**src/rtl/fetch_sequencer.sv**
```systemverilog
// Instruction fetch sequencer: assembles one- or two-word instructions over a req/ack port
// and holds them for the decoder. Optional FETCH_TIMEOUT_EN faults on a stalled memory.
module fetch_sequencer #(
  parameter logic [15:0] RESET_PC = 16'h0000,
  parameter int unsigned LONG_BIT = 15
`ifdef FETCH_TIMEOUT_EN
  , parameter int unsigned TIMEOUT_CYCLES = 16
`endif
) (
  input  logic        i_clk,
  input  logic        i_rst,
  output logic        o_mem_req,
  output logic [15:0] o_mem_addr,
  input  logic [15:0] i_mem_rdata,
  input  logic        i_mem_ack,
  output logic [15:0] o_ir1,
  output logic [15:0] o_ir2,
  output logic        o_ir_valid,
  input  logic        i_dec_err,
  input  logic        i_exec_done,
  input  logic        i_jump,
  input  logic [15:0] i_jump_addr,
  output logic [15:0] o_pc,
  output logic        o_fault
);

  typedef enum logic [1:0] {
    ST_F1    = 2'd0,
    ST_F2    = 2'd1,
    ST_ISSUE = 2'd2,
    ST_FAULT = 2'd3
  } state_e;

  state_e      state_q, state_d;
  logic        req_q, req_d;
  logic [15:0] addr_q, addr_d;
  logic [15:0] ir1_q, ir1_d;
  logic [15:0] ir2_q, ir2_d;
  logic        valid_q, valid_d;
  logic [15:0] pc_q, pc_d;
  logic        fault_q, fault_d;
  logic        ack_ok;

`ifdef FETCH_TIMEOUT_EN
  localparam int unsigned WAIT_W = $clog2(TIMEOUT_CYCLES + 1);
  logic [WAIT_W-1:0] wait_q, wait_d;
`endif

  // An ack only completes a read we actually have outstanding; stale acks after reset drop here.
  assign ack_ok = req_q & i_mem_ack;

  // NOTE: every _d gets a default before the case so no path leaves it unassigned (no latches).
  always_comb begin
    state_d = state_q;
    req_d   = req_q;
    addr_d  = addr_q;
    ir1_d   = ir1_q;
    ir2_d   = ir2_q;
    valid_d = valid_q;
    pc_d    = pc_q;
    fault_d = fault_q;
`ifdef FETCH_TIMEOUT_EN
    wait_d  = wait_q;
`endif
    unique case (state_q)
      ST_F1: begin
        req_d  = 1'b1;
        addr_d = pc_q;
        if (ack_ok) begin
          ir1_d = i_mem_rdata;
          pc_d  = pc_q + 16'd1;
`ifdef FETCH_TIMEOUT_EN
          wait_d = '0;
`endif
          if (i_mem_rdata[LONG_BIT]) begin
            state_d = ST_F2;
            addr_d  = pc_q + 16'd1;
          end else begin
            ir2_d   = 16'h0000;
            req_d   = 1'b0;
            valid_d = 1'b1;
            state_d = ST_ISSUE;
          end
        end
`ifdef FETCH_TIMEOUT_EN
        else if (req_q) begin
          if (wait_q == WAIT_W'(TIMEOUT_CYCLES - 1)) begin
            req_d   = 1'b0;
            fault_d = 1'b1;
            state_d = ST_FAULT;
          end else begin
            wait_d = wait_q + 1'b1;
          end
        end
`endif
      end
      ST_F2: begin
        req_d  = 1'b1;
        addr_d = pc_q;
        if (ack_ok) begin
          ir2_d   = i_mem_rdata;
          pc_d    = pc_q + 16'd1;
          req_d   = 1'b0;
          valid_d = 1'b1;
          state_d = ST_ISSUE;
`ifdef FETCH_TIMEOUT_EN
          wait_d  = '0;
`endif
        end
`ifdef FETCH_TIMEOUT_EN
        else if (req_q) begin
          if (wait_q == WAIT_W'(TIMEOUT_CYCLES - 1)) begin
            req_d   = 1'b0;
            fault_d = 1'b1;
            state_d = ST_FAULT;
          end else begin
            wait_d = wait_q + 1'b1;
          end
        end
`endif
      end
      ST_ISSUE: begin
        req_d = 1'b0;
        // A decode error outranks completion: the faulting instruction must not retire.
        if (i_dec_err) begin
          valid_d = 1'b0;
          fault_d = 1'b1;
          state_d = ST_FAULT;
        end else if (i_exec_done) begin
          valid_d = 1'b0;
          if (i_jump) pc_d = i_jump_addr;
          state_d = ST_F1;
`ifdef FETCH_TIMEOUT_EN
          wait_d  = '0;
`endif
        end
      end
      ST_FAULT: begin
        req_d   = 1'b0;
        valid_d = 1'b0;
        fault_d = 1'b1;
      end
      default: state_d = ST_FAULT;
    endcase
  end

  // NOTE: state registers use non-blocking assignments so all flops update from the same old values.
  always_ff @(posedge i_clk or posedge i_rst) begin
    if (i_rst) begin
      state_q <= ST_F1;
      req_q   <= 1'b0;
      addr_q  <= 16'h0000;
      ir1_q   <= 16'h0000;
      ir2_q   <= 16'h0000;
      valid_q <= 1'b0;
      pc_q    <= RESET_PC;
      fault_q <= 1'b0;
`ifdef FETCH_TIMEOUT_EN
      wait_q  <= '0;
`endif
    end else begin
      state_q <= state_d;
      req_q   <= req_d;
      addr_q  <= addr_d;
      ir1_q   <= ir1_d;
      ir2_q   <= ir2_d;
      valid_q <= valid_d;
      pc_q    <= pc_d;
      fault_q <= fault_d;
`ifdef FETCH_TIMEOUT_EN
      wait_q  <= wait_d;
`endif
    end
  end

  assign o_mem_req  = req_q;
  assign o_mem_addr = addr_q;
  assign o_ir1      = ir1_q;
  assign o_ir2      = ir2_q;
  assign o_ir_valid = valid_q;
  assign o_pc       = pc_q;
  assign o_fault    = fault_q;

endmodule

```
**config.mk**
```make
export PLATFORM = sky130hd
export DESIGN_NAME = fetch_sequencer
export DESIGN_NICKNAME = d
export VERILOG_FILES = /design/src/rtl/fetch_sequencer.sv
export SDC_FILE = /design/constraint.sdc
export NUM_CORES = 1
export LEC_CHECK = 0
export CAP_MARGIN = 20
export CORE_MARGIN = 2
export CORE_UTILIZATION = 55
export CTS_BUF_LIST = sky130_fd_sc_hd__clkbuf_4
export CTS_CLUSTER_SIZE = 8
export DETAILED_ROUTE_END_ITERATION = 10
export DONT_BUFFER_PORTS = 1
export GPL_TIMING_DRIVEN = 0
export PLACE_DENSITY = 0.8
export SLEW_MARGIN = 0
export SYNTH_ARGS = -nofsm -noshare
export SYNTH_HDL_FRONTEND = slang
export SYNTH_SLANG_ARGS = --single-unit
```
**constraint.sdc**
```tcl
create_clock -name i_clk -period 2.6 [get_ports i_clk]
set_clock_uncertainty 0.05 [all_clocks]
set_input_delay 0.26 -clock i_clk [delete_from_list [all_inputs] [get_ports i_clk]]
set_output_delay 0.26 -clock i_clk [all_outputs]
set_load 0.02 [all_outputs]
```
==> run_results.csv, run 1 <==
group,metric,value,unit
synth,synthDominantCellAreaShare,0.512,
drt,wl_per_cell,18.8,µm
sta,setup_ws,0.0827,ns
drt,wirelength,8500,µm
global_routing,track_usage,0.257,
drt,drtIter0Drc,201,
drt,vias,2779,
power_and_ir_drop,power.switching,2.58,mW
status,status,"finished, final reports clean",
synth,synth_area_leader_cell,"dfrtp_1",
synth,synth_nets,373,
sta,finalSetupViolCount,0,
clocking,clockRootBuffer,"clkbuf_4",
sta,tightest_slew,0.846,ns
drt,drc,0,
placed_design,placed_cells,405,
worst_setup_path,cp_cell_sequence,"inv_1 -> ha_1 -> or2_0 -> clkbuf_1 -> a221oi_2 -> buf_2 -> nand3_1 -> o311ai_0",
global_routing,overflow,0,
sta,slew_headroom,0.436,
synth,synth.distinct_cells,47,
worst_setup_path,worstSetupPathType,"flop to flop",
die,io_pins,105,
power_and_ir_drop,seq_power_share,0.494,
power_and_ir_drop,totalPowerFinal,5.29,mW
power_and_ir_drop,peakVddDrop,0.000676,V
worst_setup_path,slowest_stage,"a221oi_2",
synth,syn_area,3370,µm²
flow_run,maxCapViolCount,0,
synth,synth-edff-count,0,
sta,period_share,0.968,
die,initial_core_util,0.570,
clocking,path_clk_slew,0.11,ns
placed_design,dp_hpwl,5990,µm
sta,final.setup.tns,0,ns
global_routing,grt_max_degree,70,
power_and_ir_drop,power_frac_comb,0.375,
sta,max_freq,397,MHz
sta,finalHoldWorstSlack,0.0182,ns
die,core,5920,µm²
clocking,h-tree-depth,3,
final_layout,nets,414,
placed_design,placed_area,3470,µm²
synth,syn_avg_cell_area,10.2,µm²
die,die_h,82.3,µm
die,dieArea,6780,µm²
sta,rsz0062_at_grt,"yes",
final_layout,finish.instance_area,3920,µm²
power_and_ir_drop,pwr_density_cell,1350,nW/µm²
placed_design,gp_congestion,0.901,
clocking,clk_latency,0.41,ns
clocking,cts_inserted_buffers,9,
clocking,clock_path_buffers,2,
power_and_ir_drop,power.internal,2.71,mW
global_routing,grt_pass1_vias,2767,
synth,synth-seq-cells,69,
sta,final.min_clock_period,2.52,ns
worst_setup_path,cp.required,2.85,ns
sta,finalHoldViolCount,0,
global_routing,grt_pass1_wl,13100,µm
drt,drtPass1Iterations,4,
clocking,post_cts_buffers,0,
synth,synth_ff_type,"dfrtp_1",
power_and_ir_drop,clockPowerShare,0.131,
worst_setup_path,critPathLaunchType,"flop",
power_and_ir_drop,switching_share,0.488,
final_layout,diodes,0,
final_layout,final_layout_size_suffix_gt1_frac,0.136,
synth,ys_warn_count,0,
final_layout,multi_input_area,1520,µm²
synth,synth_cells,330,
final_layout,final-instance-count-excl-fill,451,
placed_design,pre_cts_slack,0.116,ns
final_layout,seqCellArea,1730,µm²
drt,postRouteAntennaNets,0,
synth,synth-async-reset-ratio,1.00,
die,die_w,82.3,µm
worst_setup_path,path_max_fanout,10,
drt,post_drt_via_cell_ratio,6.16,
power_and_ir_drop,p_leak,1.63,nW
worst_setup_path,cp.arrival,2.76,ns
worst_setup_path,cp_num_buf_inv,3,
final_layout,n_fill_cell,464,
synth,synth_area_leaders,"dfrtp_1, mux2_2, a22o_1",
min_path,min_path_type,"primary input to flop",
die,row_count,28,
sta,slew_violations,0,
worst_setup_path,crit_path_end_kind,"flop",
clocking,clock_sinks,69,
worst_setup_path,crit_family,"compound AO/OA/AOI/OAI gates",
placed_design,port_buffers,0,
final_layout,final_util,0.661,
final_layout,syn2layout_area_growth,16.0,%
worst_setup_path,critPathMaxStageDelay,0.60,ns
global_routing,antenna_found_initial,0,
clocking,cts_tree,"done",
synth,yosysSeqAreaShare,0.512,
## layout by cell type (no fill, tap or decap), drive strengths merged, types with 7 or more instances in the layout
cell type    instances
nand3               15
nor2                18
dfrtp               69
nor3                13
clkbuf              29
a21oi               10
nand2               30
inv                  9
o21ai               24
xnor2                7
a31oi                9
o22ai               11
a22o                17
mux2                16
dlygate4sd3         30
## power groups by stage
stage          logic, mW  registers (mW)  clock network, mW
4_1_cts             1.95            2.62              0.705
5_1_grt             2.20            2.69              0.758
3_5_place_dp        1.90            2.64                  0
3_3_place_gp        1.81            2.61                  0
2_1_floorplan       1.52            2.48                  0
6_report            1.98            2.61              0.692
## area by class of cell
type / instances / area share
Clock inverter: 5 / 0.0131
Clock buffer: 11 / 0.0211
Timing Repair Buffer: 30 / 0.0767
Sequential cell: 69 / 0.441
Multi-Input combinational cell: 227 / 0.387
Buffer: 24 / 0.0256
Tap cell: 75 / 0.0240
Inverter: 10 / 0.0112
## state kept, by name, summed over array words and instances, names as in the netlist
signal,flops
o_ir1,16
state_q,2
o_ir2,16
o_pc,16
o_mem_addr,16
o_mem_req,1
o_fault,1
o_ir_valid,1
## logic make-up (layout without fill, tap and decap cells)
| family | after synthesis | after routing | share of synthesized area |
|---|---|---|---|
| AND/OR/NAND/NOR | 107 | 107 | 0.168 |
| AO/OA/AOI/OAI | 83 | 83 | 0.164 |
| flip-flops | 69 | 69 | 0.512 |
| buffers and inverters | 34 | 80 | 0.0408 |
| multiplexers | 22 | 22 | 0.0712 |
| XOR/XNOR | 10 | 10 | 0.0260 |
| adder cells (fa/ha/maj) | 5 | 5 | 0.0185 |
## worst register-to-register path, stage by stage (launching register included)
cell      delay [ns]
dfrtp_1         0.41
inv_1           0.10
ha_1            0.29
or2_0           0.22
clkbuf_1        0.17
a221oi_2        0.60
buf_2           0.34
nand3_1         0.12
o311ai_0        0.13
## cells in the mapped netlist, types with 2 or more instances
cell and instances:
a22o_1 17, and4_1 2, a21oi_1 10, buf_2 5, nand3_1 15, ha_1 5
nand2_1 30, inv_1 9, and3_1 2, or4_4 3, nor4_1 5, a31oi_1 9
xor2_1 3, mux2_2 16, a22oi_1 2, nand4_1 5, xnor2_1 7, o21ai_0 24
o22ai_1 11, or3_1 3, nor2_1 18, a21o_1 2, dfrtp_1 69, clkbuf_1 18
nor3_1 13, mux2i_1 6
## routing by layer
metal	track usage	wire length, µm	vias to the layer above
met5	0	0	-
li1	-	-	1293
met4	0.120	202	0
met2	0.445	4250	145
met3	0.0620	735	16
met1	0.299	3310	1325
## final timing paths
check	start	to	slack (ns)	cells after the start
worst min register to register	state_q[1]	state_q[1]	0.58	1
worst min-delay path	i_jump_addr[3]	o_pc[3]	0.02	2
min in group asynchronous	i_rst	o_ir2[4]	0.43	2
worst max register to register	state_q[0]	o_pc[0]	0.08	8
worst max-delay path	state_q[0]	o_pc[0]	0.08	8
max in group asynchronous	i_rst	o_mem_addr[12]	1.50	2
## timing repair
item                                    in CTS  in global routing
endpoints found under the setup margin       0                  8
gates resized for setup                      0                  2
hold buffers                                30                  0
endpoints found under the hold margin      115                  0
Note: power is estimated with default switching activity, not from simulation.
==> run 2: changes to the inputs <==
--- a/config.mk
+++ b/config.mk
@@ -13,6 +13,7 @@
 export DETAILED_ROUTE_END_ITERATION = 10
 export DONT_BUFFER_PORTS = 1
 export GPL_TIMING_DRIVEN = 0
+export MAX_ROUTING_LAYER = met4
 export PLACE_DENSITY = 0.8
 export SLEW_MARGIN = 0
 export SYNTH_ARGS = -nofsm -noshare
==> run 2 against run 1 <==
Final area unchanged; global-route usage is 0.76 points higher; register-to-register slack better by 0.04 ns; maximum frequency rose by 1.5%; total power hardly changed; via count grew 0.47%; die area stayed put; worst setup slack gained 0.037 ns; sequential power about the same; critical path type unchanged; largest cell class unchanged.
==> run_results.csv, run 2 (synthesized netlist as in run 1, its figures left out) <==
group,metric,value,unit
placed_design,dp_hpwl,5990,µm
global_routing,overflow,0,
die,die_w,82.3,µm
clocking,cts_inserted_buffers,9,
worst_setup_path,path_depth,8,
power_and_ir_drop,p_leak,1.63,nW
drt,post_drt_via_cell_ratio,6.19,
worst_setup_path,slowest_stage,"a221oi_2",
power_and_ir_drop,totalPowerFinal,5.29,mW
drt,drtIter0Drc,176,
clocking,post_cts_buffers,0,
final_layout,final_layout_size_suffix_gt1_frac,0.136,
drt,postRouteAntennaNets,0,
drt,drc,0,
min_path,min_path_type,"primary input to flop",
global_routing,grt_pass1_wl,13100,µm
worst_setup_path,reg2reg_depth,8,
final_layout,finish.instance_area,3920,µm²
global_routing,grt_pass1_vias,2764,
worst_setup_path,cp_num_buf_inv,3,
worst_setup_path,path_max_fanout,10,
drt,wirelength,8510,µm
worst_setup_path,critPathLaunchType,"flop",
final_layout,final_util,0.661,
die,io_pins,105,
sta,tightest_slew,0.851,ns
global_routing,antenna_found_initial,0,
die,initial_core_util,0.570,
power_and_ir_drop,peakVddDrop,0.000681,V
worst_setup_path,critPathMaxStageDelay,0.56,ns
final_layout,n_fill_cell,464,
worst_setup_path,cp.arrival,2.73,ns
sta,rsz0062_at_grt,"yes",
final_layout,multi_input_area,1520,µm²
placed_design,placed_area,3470,µm²
global_routing,track_usage,0.265,
sta,setup_ws,0.119,ns
sta,slew_violations,0,
final_layout,layout_common_cells,"dfrtp_1, nand2_1, dlygate4sd3_1, o21ai_0",
status,status,"finished, final reports clean",
die,dieArea,6780,µm²
final_layout,final-instance-count-excl-fill,451,
die,die_h,82.3,µm
worst_setup_path,crit_path_end_kind,"flop",
final_layout,syn2layout_area_growth,16.0,%
drt,wl_per_cell,18.9,µm
global_routing,grt_max_degree,70,
min_path,min_path_cells,2,
sta,final.setup.tns,0,ns
die,row_count,28,
placed_design,gp_congestion,0.916,
sta,slew_headroom,0.433,
worst_setup_path,cp_cell_sequence,"inv_1 -> ha_1 -> or2_0 -> clkbuf_1 -> a221oi_2 -> buf_2 -> nand3_1 -> o311ai_0",
sta,max_freq,403,MHz
clocking,clk_latency,0.42,ns
placed_design,placed_cells,405,
drt,drtPass1Iterations,5,
sta,period_share,0.954,
flow_run,maxCapViolCount,0,
placed_design,port_buffers,0,
sta,finalHoldViolCount,0,
clocking,clock_sinks,69,
final_layout,nets,414,
final_layout,seqCellArea,1730,µm²
clocking,clock_path_buffers,2,
sta,final.min_clock_period,2.48,ns
final_layout,final_common_cell,"dfrtp_1",
sta,finalSetupViolCount,0,
worst_setup_path,crit_family,"compound AO/OA/AOI/OAI gates",
drt,vias,2792,
worst_setup_path,worstSetupPathType,"flop to flop",
worst_setup_path,cp.required,2.85,ns
clocking,clockRootBuffer,"clkbuf_4",
final_layout,diodes,0,
sta,finalHoldWorstSlack,0.0176,ns
clocking,h-tree-depth,3,
clocking,cts_tree,"done",
power_and_ir_drop,pwr_density_cell,1350,nW/µm²
placed_design,pre_cts_slack,0.116,ns
die,core,5920,µm²
clocking,path_clk_slew,0.11,ns
[run 2: path summary, 6_finish.rpt]
kind                            slack, ns        endpoint      startpoint
worst max-delay path                 0.12         o_pc[0]      state_q[1]
worst min-delay path                 0.02         o_pc[3]  i_jump_addr[3]
worst max register to register       0.12         o_pc[0]      state_q[1]
worst min register to register       0.58      state_q[1]      state_q[1]
max in group asynchronous            1.49  o_mem_addr[12]           i_rst
min in group asynchronous            0.43        o_ir2[4]           i_rst
[run 2: cell type report]
type / count / share of cell area
buffer: 24 / 0.0256
clock buffer: 11 / 0.0211
clock inverter: 5 / 0.0131
inverter: 10 / 0.0112
multi-input combinational: 227 / 0.387
sequential: 69 / 0.441
tap: 75 / 0.0240
timing repair buffer: 30 / 0.0767
[run 2: per-layer routing]
layer / GRT usage / share of wire
met5: - / 0
met3: 0.0598 / 0.084
met1: 0.300 / 0.39
met2: 0.446 / 0.51
met4: 0.120 / 0.020
[run 2: repair_timing]
item | CTS | global route
hold buffers | 30 | 0
gates resized for setup | 0 | 2
hold endpoints to repair | 115 | 0
endpoints found under the setup margin | 0 | 8
[run 2: report_power, final]
part / internal [mW] / switching, mW / leakage, nW
registers: 1.57 / 1.05 / 0.849
logic: 0.832 / 1.15 / 0.706
clock network: 0.309 / 0.387 / 0.0743
total: 2.71 / 2.58 / 1.63
==> run 3: changes to the inputs <==
--- a/config.mk
+++ b/config.mk
@@ -6,15 +6,14 @@
 export NUM_CORES = 1
 export LEC_CHECK = 0
 export CAP_MARGIN = 20
-export CORE_MARGIN = 2
-export CORE_UTILIZATION = 55
+export CORE_UTILIZATION = 38
 export CTS_BUF_LIST = sky130_fd_sc_hd__clkbuf_4
 export CTS_CLUSTER_SIZE = 8
 export DETAILED_ROUTE_END_ITERATION = 10
 export DONT_BUFFER_PORTS = 1
 export GPL_TIMING_DRIVEN = 0
 export MAX_ROUTING_LAYER = met4
-export PLACE_DENSITY = 0.8
+export PLACE_DENSITY = 0.62
 export SLEW_MARGIN = 0
 export SYNTH_ARGS = -nofsm -noshare
 export SYNTH_HDL_FRONTEND = slang
==> run 3 against run 2 <==
Utilization decreased by 19 points; hold slack improved by 0.0062 ns; die area increased by 37%; critical path type unchanged; critical endpoint is now o_pc[4]; largest cell class unchanged; highest routed layer unchanged.
==> run_results.csv, run 3 (synthesized netlist as in run 1, its figures left out) <==
group,metric,value,unit
worst_setup_path,r2r-end,"o_pc[4]",
die,dieArea,9260,µm²
global_routing,grt_pass1_wl,13500,µm
min_path,hp-start,"i_jump_addr[13]",
drt,vias,2725,
min_path,min_path_type,"primary input to flop",
die,die_h,96.2,µm
final_layout,n_fill_cell,841,
placed_design,port_buffers,0,
clocking,cts_tree,"done",
sta,max_freq,407,MHz
die,initial_core_util,0.389,
drt,wl_per_cell,18.2,µm
power_and_ir_drop,p_leak,1.68,nW
die,die_w,96.2,µm
global_routing,grt_max_degree,70,
placed_design,placed_area,3510,µm²
final_layout,final_common_cell,"dfrtp_1",
die,core,8680,µm²
clocking,h-tree-depth,3,
worst_setup_path,cp.arrival,2.71,ns
sta,slew_headroom,0.420,
clocking,cts_inserted_buffers,9,
placed_design,dp_hpwl,6240,µm
power_and_ir_drop,peakVddDrop,0.000362,V
worst_setup_path,critPathLaunchType,"flop",
flow_run,maxCapViolCount,0,
clocking,clk_latency,0.44,ns
sta,tightest_slew,0.871,ns
min_path,worstHoldEndpoint,"o_pc[13]",
worst_setup_path,worstSetupPathType,"flop to flop",
global_routing,overflow,0,
worst_setup_path,ff2ff_setup_slack,0.14,ns
min_path,min_path_cells,2,
power_and_ir_drop,pwr_density_cell,1370,nW/µm²
sta,slew_violations,0,
worst_setup_path,path_max_fanout,10,
status,status,"finished, final reports clean",
sta,finalHoldViolCount,0,
final_layout,final_layout_size_suffix_gt1_frac,0.144,
worst_setup_path,reg2reg_from,"state_q[0]",
global_routing,track_usage,0.202,
worst_setup_path,cp.required,2.86,ns
drt,wirelength,8910,µm
placed_design,gp_congestion,0.831,
drt,postRouteAntennaNets,0,
final_layout,layout_common_cells,"dfrtp_1, dlygate4sd3_1, nand2_1, o21ai_0",
die,io_pins,105,
global_routing,grt_pass1_vias,2694,
drt,drc,0,
clocking,clock_path_buffers,2,
sta,final.min_clock_period,2.46,ns
final_layout,multi_input_area,1530,µm²
clocking,clockRootBuffer,"clkbuf_4",
drt,post_drt_via_cell_ratio,5.57,
drt,drtPass1Iterations,5,
sta,final.setup.tns,0,ns
drt,drtIter0Drc,114,
clocking,path_clk_slew,0.13,ns
worst_setup_path,reg2reg_depth,8,
global_routing,antenna_found_initial,0,
sta,finalHoldWorstSlack,0.0239,ns
final_layout,finish.instance_area,4070,µm²
final_layout,syn2layout_area_growth,20.5,%
final_layout,diodes,0,
sta,setup_ws,0.141,ns
sta,rsz0062_at_grt,"no",
worst_setup_path,crit_path_end_kind,"flop",
die,row_count,34,
clocking,clock_sinks,69,
sta,finalSetupViolCount,0,
sta,period_share,0.946,
final_layout,seqCellArea,1730,µm²
placed_design,pre_cts_slack,0.0932,ns
final_layout,nets,419,
[run 3: cell types whose count changed in the layout (fill, tap and decap cells not counted), sizes merged]
| cell | change |
|---|---|
| inv | +1 |
| clkbuf | -2 |
| dlygate4sd3 | +2 |
| clkinvlp | +1 |
| bufinv | +2 |
| clkinv | -2 |
| buf | +3 |
[run 3: worst max-delay path, stage by stage (launching register included)]
cell	delay [ns]
dfrtp_1	0.43
inv_1	0.11
ha_1	0.14
buf_2	0.25
clkinvlp_4	0.20
or4b_2	0.71
buf_2	0.21
o22ai_1	0.15
a21oi_1	0.06
[run 3: worst max-delay path by stage]
stage               cells after the start        from  slack [ns]  endpoint
CTS                                     8  state_q[0]        0.06   o_pc[6]
global placement                        1       i_rst       -0.23   o_fault
global route                            8  state_q[0]       0.002  o_pc[12]
detailed placement                      7  state_q[0]        0.09   o_pc[6]
floorplan                               8  state_q[0]        0.44  o_pc[10]
finish                                  8  state_q[0]        0.14   o_pc[4]
[run 3: timing repair]
| action | CTS | global route |
|---|---|---|
| endpoints found under the setup margin | 0 | 10 |
| buffers inserted | 0 | 3 |
| hold buffers | 32 | 0 |
| gates resized for setup | 0 | 3 |
| endpoints found under the hold margin | 117 | 0 |
[run 3: cell type report]
type | count | area share
Clock inverter | 7 | 0.0302
Buffer | 24 | 0.0246
Timing Repair Buffer | 35 | 0.0843
Tap cell | 108 | 0.0332
Sequential cell | 69 | 0.425
Multi-Input combinational cell | 227 | 0.376
Inverter | 10 | 0.0108
Clock buffer | 9 | 0.0166
[run 3: routing by layer]
layer  track usage  wire [µm]  share of wire
met3        0.0553        631          0.071
met4        0.0821        125          0.014
met2         0.329       4300           0.48
met5             -          0              0
met1         0.235       3850           0.43
[run 3: per-stage QoR]
step | cells | utilization | power [mW]
global route | 489 | 0.469 | 5.98
finish | 489 | 0.469 | 5.58
floorplan | 330 | - | 4.00
CTS | 486 | 0.464 | 5.52
global placement | 438 | 0.404 | 4.48
detailed placement | 438 | 0.405 | 4.55
[run 3: power by group]
part / switching, mW / leakage [nW] / internal [mW]
registers: 1.05 / 0.849 / 1.56
clock network: 0.434 / 0.0928 / 0.491
logic: 1.16 / 0.734 / 0.878
==> patch 1, RTL diff (settings of run 1) <==
Reset style: synchronous (`i_rst`), changed in one clocked block.
--- a/src/rtl/fetch_sequencer.sv
+++ b/src/rtl/fetch_sequencer.sv
@@ -146,5 +146,5 @@
 
   // NOTE: state registers use non-blocking assignments so all flops update from the same old values.
-  always_ff @(posedge i_clk or posedge i_rst) begin
+  always_ff @(posedge i_clk) begin
     if (i_rst) begin
       state_q <= ST_F1;
Check against the original RTL: differs if i_rst is asserted again (counterexample within 4 cycles, from zero or initial values and one cycle with i_rst high); with i_rst held inactive, the same outputs for 10 cycles.
==> patch 1 against run 1 <==
- highest routed layer unchanged
- cell area decreased by 0.96%
- count of clock-buffer cells in the layout shrank 2
- sequential cell count stayed put
- via count grew 20%
- routed wire length rose by 13%
- worst hold slack got worse by 0.0095 ns
- largest cell class is now multi-input combinational cells
- setup slack gained 0.11 ns
- synthesized area increased by 0.82%
- critical path depth down 1
- largest power group unchanged
- total power down 20%
==> patch 1: results (changes against run 1) <==
Worst-Skew Late Latency = 0.43 ns (was 0.41 ns)
# fillers = 510 (was 464)
commonest cells in the synthesized netlist = 69 x dfxtp_1, 60 x nand2_1, 44 x nor2_1 (was 69 x dfrtp_1, 30 x nand2_1, 24 x o21ai_0)
pre-CTS setup slack = 0.07214 ns (was 0.1157 ns)
Internal Power = 2.343 mW (was 2.706 mW)
met3 Resource Use GR = 9.022% (was 6.196%)
Netlist cell types = 49 (was 47)
Vias = 3333 (was 2779)
Data arrival, critical path = 2.68 ns (was 2.76 ns)
DPL Wire Length = 6.506 mm (was 5.988 mm)
DRT met1 WL = 3.678 mm (was 3.314 mm)
Post-Syn Nets = 463 (was 373)
status = complete, no violations (unchanged)
metal3 WL = 1.044 mm (was 735 µm)
final non-filler cell total = 529 (was 451)
Comb power frac = 36.8% (was 37.5%)
GR Layer Usage met2 = 49.60% (was 44.52%)
clock power share = 21.8% (was 13.1%)
area leader, netlist = dfxtp_1 (was dfrtp_1)
Crit. Startpoint = state_q[0]$_SDFFE_PP0P_ (was state_q[0]$_DFFE_PP0P_)
async set-reset flop share out of synthesis = 0% (was 100.0%)
via count of the first global-routing pass = 3058 (was 2767)
first-pass GRT wire length = 14.68 mm (was 13.08 mm)
initial drt markers = 359 (was 201)
PwrDens = 1085 mW/mm² (was 1351 mW/mm²)
largest net degree at the start of global routing = 14 (was 70)
DR pass1 iterations = 5 (was 4)
total length of routed wires = 9.560 mm (was 8.497 mm)
worst vdd ir = 0.5418 mV (was 0.6762 mV)
==> patch 1: cell count changes after synthesis, moves of 17 or more <==
cell / change
a21oi_1: +17
dfrtp_1: -69
and2_1: +17
nand2_1: +30
nor2_1: +26
dfxtp_1: +69
==> patch 1: logic make-up after synthesis <==
logic type               Yosys count  share of synthesized area (%)
flip-flops                        69                          40.60
buffers and inverters             44                          5.075
XOR/XNOR                           6                          1.545
AND/OR/NAND/NOR                  177                          25.56
adder cells (fa/ha/maj)            5                          1.839
AO/OA/AOI/OAI                    101                          20.08
multiplexers                      18                          5.296
==> patch 1: what timing repair did <==
item,CTS,global route
hold endpoints to repair,19,0
setup endpoints to repair,0,17
hold buffers,18,0
resized for setup,0,4
==> patch 1: final timing paths <==
path | to | cells past startpoint | slack [ns]
worst max-delay path | o_pc[15]$_SDFFE_PP0P_ | 7 | 0.19
worst min-delay path | o_pc[10]$_SDFFE_PP0P_ | 3 | 0.009
worst max register to register | o_pc[15]$_SDFFE_PP0P_ | 7 | 0.19
worst min register to register | state_q[0]$_SDFFE_PP0P_ | 2 | 0.51
==> patch 1: worst max-delay path: stages (launching register included) <==
cell and delay (ns):
dfxtp_1 0.37, inv_1 0.09, ha_1 0.30, a2bb2oi_1 0.42, a211o_1 0.22, clkbuf_1 0.40, nor2_1 0.19, a32o_1 0.25
==> patch 1: cell type report <==
class	instances	area, µm²	share of cell area, %
Clock inverter	7	122.6	3.162
Tap cell	75	93.84	2.420
Timing Repair Buffer	18	180.2	4.647
Sequential cell	69	1384	35.69
Inverter	7	26.28	0.6776
Clock buffer	9	67.56	1.742
Buffer	37	146.4	3.775
Multi-Input combinational cell	307	1857	47.89
==> patch 2, RTL diff (flow settings as in run 1) <==
Without the edit above. Add a define of `FETCH_TIMEOUT_EN`.
--- a/src/rtl/fetch_sequencer.sv
+++ b/src/rtl/fetch_sequencer.sv
@@ -1,4 +1,6 @@
 // Instruction fetch sequencer: assembles one- or two-word instructions over a req/ack port
 // and holds them for the decoder. Optional FETCH_TIMEOUT_EN faults on a stalled memory.
+`define FETCH_TIMEOUT_EN
+
 module fetch_sequencer #(
   parameter logic [15:0] RESET_PC = 16'h0000,
Formal check against the unedited RTL: same outputs for any inputs over 4 cycles, from zero or initial values and one cycle with i_rst high; that may be too few to reach the edited logic, so the function may still have changed.
==> patch 2 against run 1 <==
- cell area rose by 11%
- sequential cell count rose by 5
- synthesized cell count increased by 20%
- sequential power up 7%
- clock power is 21% higher
- setup slack improved by 0.20 ns
- routed wire length up 16%
- total power is 13% higher
- synthesized area increased by 12%
- critical path type unchanged
- largest power group unchanged
==> patch 2: results (changes against run 1) <==
clk slew on worst S/H paths = 0.12 ns
status = complete, no violations (unchanged)
root buffer cell = clkbuf_4 (unchanged)
Syn. warnings = 0 (unchanged)
initial antenna violation count = 0 (unchanged)
async set-reset flop share out of synthesis = 100.0% (unchanged)
Seq/Total Area, Yosys = 48.80% (was 51.17%)
diode count = 0 (unchanged)
first-pass GRT wire length = 15.93 mm (was 13.08 mm)
area leader, netlist = dfrtp_1 (unchanged)
Post-Synthesis Cells = 396 (was 330)
total CTS buffers = 9 (unchanged)
post-synthesis mux area share = 5.572% (was 7.119%)
Port Buffers = 0 (unchanged)
Bufs on Longest Clock Path = 2 (unchanged)
DR pass1 iterations = 5 (was 4)
via count of the first global-routing pass = 3214 (was 2767)
Netlist cell types = 48 (was 47)
DPL Wire Length = 6.634 mm (was 5.988 mm)
RePlAce Congestion = 0.9235 (was 0.9009)
Slowest-stage cell, CP = dfrtp_1 (was a221oi_2)
Vias = 3273 (was 2779)
worst vdd ir = 0.8920 mV (was 0.6762 mV)
ys flop type = dfrtp_1 (unchanged)
WL/cell = 18.97 µm (was 18.84 µm)
commonest cells in the synthesized netlist = 74 x dfrtp_1, 61 x nand2_1, 42 x o21ai_0 (was 69 x dfrtp_1, 30 x nand2_1, 24 x o21ai_0)
top cells by area, synth = dfrtp_1 49%, nand2_1 6.0%, o21ai_0 5.5% (was dfrtp_1 51%, mux2_2 5.3%, a22o_1 4.4%)
final non-filler cell total = 520 (was 451)
slowest stage delay, CP = 0.44 ns (was 0.60 ns)
GRT Overall Usage = 27.01% (was 25.70%)
leak pwr = 1.784 nW (was 1.629 nW)
pre-CTS setup slack = 0.1171 ns (was 0.1157 ns)
placed cell area = 0.003897 mm² (was 0.003471 mm²)
Worst-Skew Late Latency = 0.43 ns (was 0.41 ns)
Synth Area in XOR/XNOR = 2.308% (was 2.595%)
# fillers = 530 (was 464)
Data arrival, critical path = 2.63 ns (was 2.76 ns)
Post-Syn Nets = 442 (was 373)
largest net degree at the start of global routing = 75 (was 70)
Synth Area in Adders = 2.638% (was 1.854%)
initial drt markers = 210 (was 201)
H-tree depth = 3 (unchanged)
Hold WC Path Type = input port to flop (unchanged)
Critical Path Fanout Max = 10 (unchanged)
fin nets = 481 (was 414)
compound-gate portion of the synthesized area = 19.12% (was 16.35%)
share of layout cells above drive strength 1 = 12.50% (was 13.56%)
Slew HR = 39.76% (was 43.63%)
## patch 2: changes by cell type in the layout (fill, tap and decap cells not counted), sizes merged, moves of 5 or more
cell,delta
a21oi,+9
a22o,-16
buf,+5
dfrtp,+5
nand2,+31
nor3,-6
nor4,+5
o21ai,+18
o22ai,-8
## patch 2: cells by family (layout without fill, tap and decap cells)
family,count (synthesis),count (layout)
flops,74,74
compound gates,111,111
simple gates,136,136
fa+ha+maj,8,8
buf+inv,38,82
xor+xnor,10,10
mux,19,19
## patch 2: per-stage QoR
step                      total power [mW]  setup TNS, ns  util [%]
after floorplan                      4.428              0         -
after global placement               4.951         -25.58     57.97
after detailed placement             5.074              0     58.01
after CTS                            5.948              0     64.66
after global routing                 6.400              0     64.67
final                                5.979              0     64.67
## patch 2: worst max-delay path: cells and delay by family (launching register included)
family | cells | cell delay, ns
fa+ha+maj | 1 | 0.15
flops | 1 | 0.44
buf+inv | 3 | 0.69
compound gates | 3 | 0.95
## patch 2: cell type report
class / count / area share, %
clock buffer: 12 / 2.073
timing repair buffer: 28 / 6.450
clock inverter: 4 / 1.756
tap: 80 / 2.303
multi-input combinational: 284 / 41.23
inverter: 10 / 0.9214
buffer: 28 / 2.649
sequential: 74 / 42.61
## patch 2: final timing paths
kind                                   startpoint                    end  slack (ns)  depth (start not counted)
setup / recovery           state_q[0]$_DFFE_PP0P_   o_pc[13]$_DFFE_PP0P_        0.28                          7
hold / removal                     i_jump_addr[9]    o_pc[9]$_DFFE_PP0P_        0.02                          2
setup reg to reg           state_q[0]$_DFFE_PP0P_   o_pc[13]$_DFFE_PP0P_        0.28                          7
hold reg to reg             wait_q[4]$_DFFE_PP0P_  wait_q[4]$_DFFE_PP0P_        0.48                          2
max in group asynchronous                   i_rst   o_ir2[5]$_DFFE_PP0P_        1.45                          2
min in group asynchronous                   i_rst    o_pc[5]$_DFFE_PP0P_        0.45                          2
## patch 2: layer usage
metal  global-route usage [%]  share of wire [%]
met4                    9.517                1.3
met3                    7.014                9.5
met1                    34.54                 41
met5                        0                  0
met2                    44.34                 49
## patch 2: what timing repair did
action	4_1_cts	5_1_grt
endpoints found under the hold margin	117	0
hold buffers	28	0
gates resized for setup	0	2
endpoints found under the setup margin	0	13
setup buffers	0	0
## patch 2: power by group
part / internal, mW / switching, mW / total, mW / leakage (nW)
Clock: 0.425 / 0.415 / 0.840 / 0.0877
Combinational: 0.963 / 1.39 / 2.36 / 0.800
Sequential: 1.67 / 1.11 / 2.78 / 0.897
Total: 3.06 / 2.92 / 5.98 / 1.78
